`config.mk`:
```
export PLATFORM = sky130hd
export DESIGN_NAME = perm_unscatter
export DESIGN_NICKNAME = d
export VERILOG_FILES = /design/src/rtl/perm_unscatter.sv
export SDC_FILE = /design/constraint.sdc
export NUM_CORES = 1
export LEC_CHECK = 0
export ABC_CLOCK_PERIOD_IN_PS = 3800
export BUFFER_PORTS_ARGS = -buffer_cell sky130_fd_sc_hd__buf_4
export CORE_MARGIN = 5
export CORE_UTILIZATION = 45
export DETAILED_ROUTE_END_ITERATION = 8
export PLACE_DENSITY_LB_ADDON = 0.25
export SYNTH_ARGS = -nofsm -noshare
export SYNTH_HDL_FRONTEND = slang
export SYNTH_SLANG_ARGS = --single-unit
```
`constraint.sdc`:
```
create_clock -name clk -period 3.8 [get_ports clk]
set_input_delay 0.19 -clock clk [delete_from_list [all_inputs] [get_ports clk]]
set_output_delay 0.19 -clock clk [all_outputs]
set_load 0.01 [all_outputs]
```
`src/rtl/perm_unscatter.sv`:
```
// perm_unscatter: reorders 32-beat frames from permuted stream order into natural order.
// Define PERM_UNSCATTER_PINGPONG_EN for two banks so one frame fills while another drains.
module perm_unscatter #(
    parameter int DATA_WIDTH = 12,
    parameter int FRAME = 32
) (
    input  logic                  clk,
    input  logic                  rst,
    input  logic                  in_valid,
    output logic                  in_ready,
    input  logic [DATA_WIDTH-1:0] in_data,
    input  logic [1:0]            in_mode,
    output logic                  out_valid,
    input  logic                  out_ready,
    output logic [DATA_WIDTH-1:0] out_data,
    output logic                  out_last
);
    typedef enum logic {FILL, DRAIN} state_t;
    state_t state;
    logic [4:0] in_cnt, rd_cnt, slot;
    logic [1:0] mode_q, cur_mode;
    logic in_fire, in_done, out_fire, out_done, start;
`ifdef PERM_UNSCATTER_PINGPONG_EN
    localparam int AW = 6;
    logic [AW-1:0] wa, ra;
    logic rd_bank, pend, nxt_bank;
    // Draining always hands over to the other bank, whether it is full or still filling.
    assign nxt_bank = rd_bank ^ out_done;
    assign in_ready = state == FILL || !pend;
    assign start = (in_done && state == FILL) || (out_done && (pend || in_done));
    assign wa = {rd_bank ^ (state == DRAIN), slot};
    assign ra = {start ? nxt_bank : rd_bank, start ? 5'd0 : rd_cnt + 5'd1};
    always_ff @(posedge clk)
        if (rst) begin
            rd_bank <= 1'b0;
            pend <= 1'b0;
        end else begin
            rd_bank <= nxt_bank;
            pend <= (pend || (state == DRAIN && in_done)) && !out_done;
        end
`else
    localparam int AW = 5;
    logic [AW-1:0] wa, ra;
    assign in_ready = state == FILL;
    assign start = in_done;
    assign wa = slot;
    assign ra = start ? 5'd0 : rd_cnt + 5'd1;
`endif
    logic [DATA_WIDTH-1:0] mem [2**AW];
    assign in_fire = in_valid && in_ready;
    assign in_done = in_fire && in_cnt == 5'(FRAME - 1);
    assign out_fire = out_valid && out_ready;
    assign out_done = out_fire && out_last;
    assign cur_mode = in_cnt == 5'd0 ? in_mode : mode_q;
    always_comb
        slot = cur_mode == 2'd1 ? {in_cnt[4:3], in_cnt[1:0], in_cnt[2]} :
               cur_mode == 2'd3 ? in_cnt : {in_cnt[1:0], in_cnt[4:2]};
    always_ff @(posedge clk)
        if (in_fire) mem[wa] <= in_data;
    // Slot P(31) is 31 in every mode, so slot 0 is always settled when a frame completes.
    always_ff @(posedge clk)
        if (rst) begin
            state <= FILL;
            in_cnt <= 5'd0;
            rd_cnt <= 5'd0;
            mode_q <= 2'd0;
            out_valid <= 1'b0;
            out_last <= 1'b0;
            out_data <= '0;
        end else begin
            if (in_fire) in_cnt <= in_cnt + 5'd1;
            if (in_fire && in_cnt == 5'd0) mode_q <= in_mode;
            if (start) begin
                state <= DRAIN;
                rd_cnt <= 5'd0;
                out_valid <= 1'b1;
                out_last <= 1'b0;
                out_data <= mem[ra];
            end else if (out_done) begin
                state <= FILL;
                rd_cnt <= 5'd0;
                out_valid <= 1'b0;
                out_last <= 1'b0;
            end else if (out_fire) begin
                rd_cnt <= rd_cnt + 5'd1;
                out_data <= mem[ra];
                out_last <= rd_cnt == 5'd30;
            end
        end
endmodule

```
Word level (Yosys, flattened, before mapping)
Memory sizes are Yosys's and may differ from the RTL's.
Cells that the tools add are included.
{"block": "word_totals", "reg_bits": 26, "ramBits": 384, "inputBits": 18, "output_inout_bits": 15, "memories": 1}
{"name": "mem", "words": 32, "width": 12, "rd": 1, "rd_ports_with_merged_regs": 0, "write_ports": 1, "line_no": "49", "text": "logic [DATA_WIDTH-1:0] mem [2**AW];"}
{"block": "classes", "n_addsub": 2, "eq_ne": 5, "n_mux": 11, "bitwise": 1, "n_reduce_logical": 10}
{"op": "2-to-1 mux 12 bit", "count": 3}
{"op": "2-to-1 mux 5 bit", "count": 3}
{"op": "adder 5 x 1 -> 5 bit, second input constant", "count": 2}
{"op": "equality test 5 bit, second input constant", "count": 2}
{"op": "logical AND 1 bit", "count": 5}
{"op": "logical NOT 5 bit", "count": 1}
{"op": "2-to-1 mux 1 bit", "count": 4}
{"op": "nonzero test 2 bit", "count": 2}
{"op": "OR reduction 3 bit", "count": 1}
{"op": "equality test 2 x 1 -> 1 bit, second input constant", "count": 1}
{"op": "equality test 2 bit, second input constant", "count": 1}
{"op": "2-to-1 mux 2 bit", "count": 1}
{"op": "!= test 2 x 1 -> 1 bit, second input constant", "count": 1}
{"op": "AND reduction 2 bit", "count": 1}
{"op": "inverter 1 bit", "count": 1}

Longest topological paths before layout
An unclocked memory read counts as a cell.
{"block": "depth", "ltp_word": 8, "mapped_depth": 12, "ltp_nobuf": 9}

Worst setup path after synthesis
Ideal clock, no wire load.
{"block": "synth_path", "path_type": "register -> register", "startpoint": "reg in_cnt[0]", "endpoint": "mem mem[13][0], enable pin", "arrival_time_ns": 2.759, "required_ns": 3.420, "setup_slack_ns": 0.661, "stages_incl_launch_ff": 11, "period_less_slack_ns": 3.139, "path_cell_list": "dfxtp_1 > clkbuf_1 > inv_1 > ha_1 > nor4b_4 > mux2i_1 > mux2i_1 > o21ai_1 > or3_1 > buf_6 > nor2_1"}
{"block": "synth_via", "elab_chain_cells": 5, "word_cells_on_any_way": 6, "classes_between": "eq/ne: 2; mux: 3; reduce/logical: 1"}
{"item": "start, declared", "line_no": "20", "text": "logic [4:0] in_cnt, rd_cnt, slot;"}
{"item": "start signal, assigned", "line_no": "71", "text": "if (in_fire) in_cnt <= in_cnt + 5'd1;"}
{"item": "logical NOT 5 bit", "line_no": "54", "text": "assign cur_mode = in_cnt == 5'd0 ? in_mode : mode_q;"}
{"item": "2-to-1 mux 2 bit", "line_no": "54"}
{"item": "equality test 2 bit", "line_no": "57", "text": "cur_mode == 2'd3 ? in_cnt : {in_cnt[1:0], in_cnt[4:2]};"}
{"item": "2-to-1 mux 5 bit", "line_no": "57"}
{"item": "2-to-1 mux 5 bit *", "line_no": "56", "text": "slot = cur_mode == 2'd1 ? {in_cnt[4:3], in_cnt[1:0], in_cnt[2]} :"}
{"item": "end, declared", "line_no": "49"}
Mark *: on every way between the ends. The rest lies on a longest branch, timed or not.

Final worst setup path
{"block": "layout_path", "startpoint": "reg in_cnt[0]", "endpoint": "reg out_data[4]"}
{"block": "layout_via", "elab_chain_cells": 7, "word_cells_on_any_way": 10, "classes_between": "eq/ne: 2; mux: 4; reduce/logical: 3; memory: 1"}
{"item": "equality test 5 bit *", "line_no": "51", "text": "assign in_done = in_fire && in_cnt == 5'(FRAME - 1);"}
{"item": "logical AND 1 bit *", "line_no": "51"}
{"item": "2-to-1 mux 5 bit", "line_no": "47", "text": "assign ra = start ? 5'd0 : rd_cnt + 5'd1;"}
{"item": "memory read (32 x 12 bit)"}
{"item": "2-to-1 mux 12 bit", "line_no": "84", "text": "end else if (out_fire) begin"}
{"item": "2-to-1 mux 12 bit", "line_no": "79", "text": "end else if (out_done) begin"}
{"item": "2-to-1 mux 12 bit", "line_no": "73", "text": "if (start) begin"}
{"item": "end signal, assigned", "line_no": "78", "text": "out_data <= mem[ra];"}
{"item": "end signal, assigned", "line_no": "86", "text": "out_data <= mem[ra];"}
{"item": "end, declared", "line_no": "15", "text": "output logic [DATA_WIDTH-1:0] out_data,"}
Mark *: on every way between the ends. The rest lies on a longest branch, timed or not. The select of a mux whose other input is x is not followed.
A chain may end at the register's enable or synchronous reset.

==> results by group <==
Run status
  • Status: complete, no violations

Timing
  • Clock Skew: approximately 0.013 ns
  • # setup viols final: 0
  • Setup TNS: 0 ns
  • Worst-Margin Slew: ~0.9 ns
  • Max frequency: 287 MHz
  • Final Hold Violating Endpoints: 0
  • Unrepaired setup endpoints after global routing: false
  • Hold_ws: between 0.03 and 0.04 ns
  • Slew HR: roughly two fifths
  • Pins Over Slew Limit: 0
  • Minimum clock period: between 3 and 4 ns
  • Period Utilization, post-route: between 90% and 100%

Place
  • Cell Area, Placed: approximately 0.018 mm²
  • PortBufs: 32
  • Hpwl dp: 27500 µm
  • Routability cong.: around 0.93

Drt
  • Initial DRT Pass Iterations: 5
  • Met2 WL: ~22000 µm
  • WL per Instance: about 26 µm
  • Residual DRC: 0
  • Final wirelength: ~44000 µm
  • Initial DRC Count: 1097
  • Via count: 10200
  • Routed Antenna Nets: 0
  • Met3 wire len: between 3000 and 4000 µm
  • Routed met1 length: 17600 µm
  • Vias per cell: between 6 and 7
  • Uppermost layer routed: met4

Floorplan
  • Ports: 33
  • # rows: 70
  • Die ar.: around 0.041 mm²
  • Initial Util: between 40% and 50%
  • Die width: just over 200 µm
  • Die height: ~200 µm
  • Core box area: approximately 0.037 mm²

Setup path
  • Largest stage delay, worst path: roughly 0.77 ns
  • Critical path cell sequence: ha_1 -> and3_1 -> ha_1 -> and3b_2 -> buf_4 -> o21bai_1 -> a21oi_1 -> o21a_1 -> a2111o_1
  • WP data arrival: around 4.0 ns
  • CP required: ~4.3 ns
  • Worst-path fanout max: 22
  • Worst path buffer plus inverter count: 1
  • Setup CP Type: flop to flop
  • CP Capture Type: flop
  • Delay-heaviest family, CP: compound AO/OA/AOI/OAI gates
  • Most used cell, CP: ha_1
  • Cell at the slowest stage of the critical path: a21oi_1
  • Critical path startpoint category: flop

Cells and area
  • Number of diodes: 0
  • Final Core Density: 52.1%
  • Final nets: ~1200
  • Register area: around 0.012 mm²
  • Area growth, synth to finish: 14.5%
  • Layout cells sized above 1: ~16%
  • Filler cells: approximately 3000
  • Layout Cell Area excl Fill: roughly 0.019 mm²
  • Multi-input gate area: approximately 0.0042 mm²

CTS
  • H-tree depth: 2
  • Root buffer cell: clkbuf_16
  • Maximum root-to-sink buffer count: 3
  • Clk pin slew, worst setup/hold paths: 0.06 ns
  • Post-CTS Setup Inserts: 0
  • Clock tree sinks: 410
  • CTS buffer count: 43
  • CTS tree: yes
  • Later-pin clock latency in the skew report: 0.55 ns

GRT
  • Initial antenna violation count: 0
  • GRT Resource Usage Total: around a fifth
  • Largest net degree at the start of global routing: 63
  • Vias in the first global route: about 10000
  • Global route overflow: 0
  • First-pass GRT wire length: ~65000 µm

Synth
  • Seq/Total Area, Yosys: 72.5%
  • Distinct cells, synth: 59
  • #FFs+latches synth: 410
  • Post-synth EDFFs: 384
  • Mean Syn Cell Area: approximately 15 µm²
  • Ys async rst share: 0%
  • Primary FF master, synth: edfxtp_1
  • Synth Cell Area: roughly 0.017 mm²
  • Yosys warns: 0
  • Gate count of the mapped netlist: 1099
  • Syn Nets: 1122

Power
  • VDD IR max: around 0.00035 V
  • Pleak: approximately 6.1 nW
  • Power Density: between 400 and 500 mW/mm²

Min path
  • Min-Delay Path Class: input pin to flop

Job
  • Max_cap viols: 0
-- cell type report --
cell class	instances	share of cell area, %
clock buffers	62	6.36
clock inverters	17	0.809
inverters	9	0.178
multi-input cells	606	22.2
flip-flops and latches	410	63.4
well taps	468	3.08
repair buffers	97	3.93
-- cells in the mapped netlist (2+ instances only) --
| cell | count | share of area (%) |
|---|---|---|
| a2111o_1 | 8 | 0.54 |
| a211oi_1 | 29 | 1.3 |
| a21o_1 | 2 | 0.090 |
| a21oi_1 | 39 | 1.2 |
| a221o_1 | 8 | 0.48 |
| a221oi_1 | 17 | 0.90 |
| a22oi_1 | 2 | 0.090 |
| a2bb2oi_1 | 12 | 0.63 |
| a31o_2 | 2 | 0.11 |
| a32oi_1 | 13 | 0.69 |
| and3_1 | 2 | 0.075 |
| buf_1 | 6 | 0.14 |
| buf_2 | 32 | 0.96 |
| buf_4 | 2 | 0.090 |
| clkbuf_1 | 33 | 0.75 |
| dfxtp_1 | 26 | 3.1 |
| edfxtp_1 | 384 | 69 |
| ha_1 | 5 | 0.38 |
| inv_1 | 8 | 0.18 |
| mux2_2 | 5 | 0.34 |
| mux2i_1 | 81 | 4.9 |
| mux4_2 | 12 | 1.6 |
| nand2_1 | 71 | 1.6 |
| nand3_1 | 30 | 0.90 |
| nand4_1 | 4 | 0.15 |
| nor2_1 | 85 | 1.9 |
| nor2b_1 | 3 | 0.11 |
| nor3_1 | 42 | 1.3 |
| nor3b_1 | 2 | 0.090 |
| o2111ai_1 | 9 | 0.47 |
| o211a_1 | 2 | 0.12 |
| o211ai_1 | 6 | 0.27 |
| o21a_1 | 10 | 0.45 |
| o21ai_0 | 39 | 1.2 |
| o21ai_1 | 2 | 0.060 |
| o221a_2 | 8 | 0.54 |
| o221ai_1 | 5 | 0.26 |
| o22ai_1 | 8 | 0.30 |
| o2bb2ai_1 | 9 | 0.47 |
| o311ai_0 | 2 | 0.11 |
| or3_1 | 5 | 0.19 |
| xnor2_1 | 7 | 0.37 |
| xor2_1 | 6 | 0.32 |
-- worst min-delay path, delay by kind of cell --
family                 cells  cell delay (ns)
buffers and inverters      1             0.13
AND/OR/NAND/NOR            2             0.16
XOR/XNOR                   1             0.07
-- cell usage in the layout (no fill, tap or decap), drive strengths merged, types with 6 or more instances in the layout --
master / instances
buf: 94
dfxtp: 26
o21a: 10
a221o: 8
a2bb2oi: 12
inv: 9
mux2i: 81
o22ai: 8
edfxtp: 384
a32oi: 13
a221oi: 17
o211ai: 6
nand3: 30
a21oi: 39
a2111o: 8
nand2: 71
o21ai: 41
xor2: 6
clkbuf: 62
a211oi: 29
nor2: 85
clkinv: 14
o2bb2ai: 9
o221a: 8
mux4: 12
nor3: 43
o2111ai: 9
xnor2: 7
-- through the flow --
| step | instances | worst slack (ns) | total power (W) |
|---|---|---|---|
| floorplan | 1099 | 0.661 | 0.00515 |
| CTS | 1669 | 0.357 | 0.00932 |
| global placement | 1587 | 0.423 | 0.00528 |
| global route | 1669 | 0.128 | 0.00951 |
| detailed placement | 1587 | 0.395 | 0.00529 |
| finish | 1669 | 0.314 | 0.00925 |
-- registers in the layout, summed over array words and instances, names as in the netlist --
| register | flops |
|---|---|
| out_data | 12 |
| out_last | 1 |
| mem | 384 |
| rd_cnt | 5 |
| in_cnt | 5 |
| mode_q | 2 |
| state | 1 |
-- final timing paths --
check | from | to | slack, ns | cells after the start
min reg2reg | mode_q[1] | mode_q[1] | 0.47 | 2
max reg2reg | in_cnt[0] | out_data[4] | 0.31 | 9
min | out_ready | rd_cnt[2] | 0.04 | 4
max | in_cnt[0] | out_data[4] | 0.31 | 9
-- cells by family (layout without fill, tap and decap cells) --
kind of cell	count (synthesis)	in the layout	share of synthesized area (%)
xor gates and xnor gates	13	13	0.685
buffers and inverters	83	185	2.21
AOI/OAI and AO/OA	239	239	10.6
muxes	98	98	6.85
adders and majority gates	5	5	0.377
and+or+nand+nor	251	251	6.76
DFF	410	410	72.5
-- power breakdown --
group	leakage, nW	internal, W	switching [W]	total, W
combinational	1.74	0.0000453	0.000159	0.000204
clock	0.672	0.00241	0.00164	0.00406
sequential	3.67	0.00497	0.0000131	0.00499
total	6.08	0.00743	0.00181	0.00925
-- layer usage --
metal | track usage, % | vias to the layer above
li1 | - | 4481
met2 | 35.1 | 424
met1 | 28.8 | 5194
met4 | 6.21 | 0
met5 | 0 | -
met3 | 3.90 | 81
-- timing repair --
item,in CTS,in global routing
hold buffers,3,0
resized for setup,0,0
hold endpoints to repair,8,0
Note: power is estimated with default switching activity, not from simulation.
